[src/rtl/seq_shift_unit.sv]
// Sequential barrel-free shifter: shifts one bit per clock (LSL/LSR/ASR/ROR).
// Define SEQ_SHIFT_ROTATE_EN to enable ROR for mode 11; otherwise mode 11 acts as LSR.
module seq_shift_unit #(
   parameter int unsigned WIDTH   = 8,
   parameter int unsigned SHAMT_W = 3
) (
   input  logic               clk,
   input  logic               rst_n,
   input  logic               start,
   input  logic [WIDTH-1:0]   din,
   input  logic [1:0]         mode,
   input  logic [SHAMT_W-1:0] shamt,
   output logic               busy,
   output logic               done,
   output logic [WIDTH-1:0]   dout
);

   localparam logic [1:0] MODE_LSL = 2'b00;
   localparam logic [1:0] MODE_LSR = 2'b01;
   localparam logic [1:0] MODE_ASR = 2'b10;
   localparam logic [1:0] MODE_ROR = 2'b11;

   typedef enum logic [1:0] {
      ST_IDLE  = 2'b00,
      ST_SHIFT = 2'b01,
      ST_DONE  = 2'b10
   } state_e;

   state_e               state_q, state_d;
   logic [SHAMT_W-1:0]   cnt_q, cnt_d;
   logic [1:0]           mode_q, mode_d;
   logic [WIDTH-1:0]     dout_q, dout_d;
   logic                 busy_q, busy_d;
   logic                 done_q, done_d;

   // Single-bit step of the selected shift; shifted-out bits are dropped.
   function automatic logic [WIDTH-1:0] shift_step(input logic [WIDTH-1:0] v,
                                                   input logic [1:0]       m);
      logic [WIDTH-1:0] r;
      r = v;
      case (m)
         MODE_LSL: r = {v[WIDTH-2:0], 1'b0};
         MODE_LSR: r = {1'b0, v[WIDTH-1:1]};
         MODE_ASR: r = {v[WIDTH-1], v[WIDTH-1:1]};
         MODE_ROR: begin
`ifdef SEQ_SHIFT_ROTATE_EN
            r = {v[0], v[WIDTH-1:1]};
`else
            r = {1'b0, v[WIDTH-1:1]};
`endif
         end
         default:  r = v;
      endcase
      return r;
   endfunction

   always_ff @(posedge clk or negedge rst_n) begin
      if (!rst_n) begin
         state_q <= ST_IDLE;
         cnt_q   <= '0;
         mode_q  <= '0;
         dout_q  <= '0;
         busy_q  <= 1'b0;
         done_q  <= 1'b0;
      end else begin
         state_q <= state_d;
         cnt_q   <= cnt_d;
         mode_q  <= mode_d;
         dout_q  <= dout_d;
         busy_q  <= busy_d;
         done_q  <= done_d;
      end
   end

   // Next-state, datapath update and registered status outputs.
   always_comb begin
      state_d = state_q;
      cnt_d   = cnt_q;
      mode_d  = mode_q;
      dout_d  = dout_q;
      case (state_q)
         ST_IDLE: begin
            if (start) begin
               dout_d  = din;
               mode_d  = mode;
               cnt_d   = shamt;
               state_d = (shamt != '0) ? ST_SHIFT : ST_DONE;
            end
         end
         ST_SHIFT: begin
            dout_d = shift_step(dout_q, mode_q);
            cnt_d  = cnt_q - SHAMT_W'(1);
            if (cnt_q == SHAMT_W'(1)) state_d = ST_DONE;
         end
         ST_DONE: state_d = ST_IDLE;
         default: state_d = ST_IDLE;
      endcase
      busy_d = (state_d != ST_IDLE);
      done_d = (state_d == ST_DONE);
   end

   assign busy = busy_q;
   assign done = done_q;
   assign dout = dout_q;

endmodule

[config.mk]
export PLATFORM = sky130hd
export DESIGN_NAME = seq_shift_unit
export DESIGN_NICKNAME = d
export VERILOG_FILES = /design/src/rtl/seq_shift_unit.sv
export SDC_FILE = /design/constraint.sdc
export NUM_CORES = 1
export LEC_CHECK = 0
export ABC_AREA = 1
export CORE_MARGIN = 2
export CORE_UTILIZATION = 41
export CTS_CLUSTER_DIAMETER = 200
export DETAILED_ROUTE_END_ITERATION = 10
export GPL_TIMING_DRIVEN = 0
export PLACE_DENSITY = 0.75
export SLEW_MARGIN = 40
export SYNTH_ARGS = -nofsm -noshare
export SYNTH_HDL_FRONTEND = slang
export SYNTH_SLANG_ARGS = --single-unit
[constraint.sdc]
create_clock -name clk -period 1.1 [get_ports clk]
set_input_delay 0.33 -clock clk [delete_from_list [all_inputs] [get_ports clk]]
set_output_delay 0.33 -clock clk [all_outputs]
set_load 0.01 [all_outputs]
==> results_dict.tcl <==
set metrics [dict create \
    status "finished with violations" \
    violations "setup timing" \
    seqPwrFrac 0.276 \
    h-tree-depth 1 \
    dpl.cell_count 173 \
    cp-end-kind "primary output" \
    dp_hpwl_microns 1500 \
    ir_worst_vdd_uv 1580 \
    area_growth_pct 51.1 \
    finalCriticalPeriod_ns 1.16 \
    rsz0062_at_grt "true" \
    routed_wl_microns 2300 \
    required_ns 0.77 \
    synth_seq_cells 17 \
    fillerInstances 195 \
    synth_cell_types 17 \
    netlist_area_sq_um 913 \
    avgSynthCellArea_sq_um 7.61 \
    max_freq_ghz 0.859 \
    power_density_mw_per_mm2 2990 \
    drt-wirelength-per-cell_microns 11.9 \
    num_vias 960 \
    vias_per_cell 4.95 \
    tns_ns -0.499 \
    period_share 1.06 \
    hold_viol_final 0 \
    cts_sinks 17 \
    antenna_found_initial 0 \
    track_usage 0.196 \
    numCtsBuffers 3 \
    crit_family "flip-flops" \
    drt-initial-drc-count 12 \
    use_met1 0.221 \
    diodes 0 \
    syn_nets 138 \
    finalNonFillerCells 194 \
    busiest_layer "met2" \
    core-area_sq_mm 0.00215 \
    worst_hold_slack_ns 0.479 \
    drc 0 \
    p_int_uw 2310 \
    setup_viol 12 \
    crit_fanout 2 \
    netSwitchingFraction 0.439 \
    hp-class "input pin to asynchronous set/reset pin" \
    rows 17 \
    finalNetCount 185 \
    cts_tree "built" \
    fin_ws_ns -0.0647 \
    place.gp.congestion 0.772 \
    overflow 0 \
    cap_violations 0 \
    clock-root-buffer "clkbuf_4" \
    utilization 0.642 \
    die-area_sq_mm 0.00262 \
    critPathMaxStageDelay_ns 0.40 \
    pwr-share-clk 0.084 \
    met3_usage 0.0380 \
    grt_pass1_wl_microns 3800 \
    cts_max_path_buffers 2 \
    worst_ep_arrival_time_ns 0.83 \
    start_kind "register" \
    crit_path_top_delay_cell "dfrtp_1" \
    slew_headroom 0.746 \
    start_util 0.425 \
    portBuffers 25 \
    clk_latency_ns 0.30 \
    drv_slew 0 \
    ant_nets 0 \
    synth_warnings 0 \
    first_pass_iters 4 \
    path_cells "buf_2" \
    switching_power_uw 1810 \
    layout-drive-gt1-share 0.295 \
    grt_pass1_vias 911 \
    synthCells 120 \
    fin_skew_ns 0.00720 \
    fp.dieW_microns 51.2 \
    p_leak_uw 0.000697 \
    clk_pin_slew_ns 0.10 \
    boundaryPins 26 \
    tightest_slew_ns 0.382 \
    p_comb_frac 0.640 \
    seq_area_frac_synth 0.466 \
    path_buf_inv 1 \
    grt_use_met2 0.346 \
    critPathKind "register to primary output" \
    pre_cts_slack_ns -0.397 \
    fp.dieH_microns 51.2 \
    grt_max_degree 18 \
]
[routing by layer]
layer,vias up,wire length (microns)
li1,480,-
met1,443,941
met2,33,1180
met3,4,143
met4,0,41
met5,-,0
[state kept, by name, indices dropped and copies added (netlist names)]
register,count
dout,8
cnt_q,3
mode_q,2
state_q,2
busy,1
done,1
[cells in the mapped netlist]
cell	count	area [sq um]
buf_6	1	11.3
o22ai_1	2	12.5
nor2_1	9	33.8
nand2_2	2	12.5
inv_1	15	56.3
a21oi_1	8	40.0
buf_4	1	7.51
nor2_4	2	22.5
inv_2	2	7.51
nand2_1	34	128
or2_1	1	6.26
o21ai_0	8	40.0
o21ai_1	1	5.00
nand3_1	13	65.1
dfrtp_1	17	425
ha_1	2	25.0
o211ai_1	2	15.0
[cell families (layout without fill, tap and decap cells)]
| kind of cell | Yosys count | count (layout) | synth area share |
|---|---|---|---|
| buffers and inverters | 19 | 65 | 0.0904 |
| and+or+nand+nor | 61 | 61 | 0.293 |
| adders and majority gates | 2 | 2 | 0.0274 |
| DFF | 17 | 17 | 0.466 |
| AOI/OAI and AO/OA | 21 | 21 | 0.123 |
[power by group through the flow]
| stage | registers [uW] | clock network [uW] | logic [uW] |
|---|---|---|---|
| after floorplan | 1260 | 0 | 1230 |
| after global placement | 1180 | 0 | 1980 |
| after detailed placement | 1210 | 0 | 2020 |
| after CTS | 1130 | 354 | 2370 |
| after global routing | 1170 | 380 | 2940 |
| final | 1140 | 346 | 2640 |
[stage by stage]
| step | cell area, sq um | total power, uW |
|---|---|---|
| after floorplan | 913 | 2490 |
| after global placement | 1200 | 3160 |
| after detailed placement | 1200 | 3230 |
| after CTS | 1300 | 3850 |
| after global routing | 1380 | 4480 |
| final | 1380 | 4120 |
[final timing paths]
check,slack [ns],endpoint,depth (start not counted),from
setup / recovery,-0.06,dout[1],1,dout[1]$_DFFE_PN0P_
hold / removal,0.48,dout[2]$_DFFE_PN0P_,2,rst_n
setup reg to reg,-0.04,dout[7]$_DFFE_PN0P_,7,state_q[1]$_DFF_PN0_
hold reg to reg,0.53,cnt_q[2]$_DFFE_PN0P_,1,cnt_q[2]$_DFFE_PN0P_
max in group asynchronous,0.34,dout[7]$_DFFE_PN0P_,2,rst_n
min in group clk,0.53,cnt_q[2]$_DFFE_PN0P_,1,cnt_q[2]$_DFFE_PN0P_
[repair_timing]
item,4_1_cts,5_1_grt
setup endpoints to repair,24,21
pin swaps,3,6
gates resized for setup,47,16
endpoints found under the hold margin,0,17
cloned,0,0
hold buffers,0,1
setup buffers,13,3
[layout make-up]
type / count / area [sq um] / share of cell area
buffer: 2 / 22.5 / 0.0163
tap: 28 / 35.0 / 0.0254
timing repair buffer: 42 / 344 / 0.249
multi-input combinational: 84 / 458 / 0.332
sequential: 17 / 425 / 0.308
clock buffer: 4 / 26.3 / 0.0190
inverter: 17 / 68.8 / 0.0499
[placed cells by master, fill, tap and decap left out, types with 5 or more instances in the layout]
| cell | n |
|---|---|
| buf_4 | 13 |
| buf_2 | 11 |
| a21oi_1 | 6 |
| o21ai_1 | 5 |
| nand3_1 | 8 |
| nor2_1 | 9 |
| nand2_1 | 31 |
| inv_1 | 14 |
| clkdlybuf4s50_1 | 13 |
| dfrtp_1 | 17 |
(Power assumes the default switching activity.)
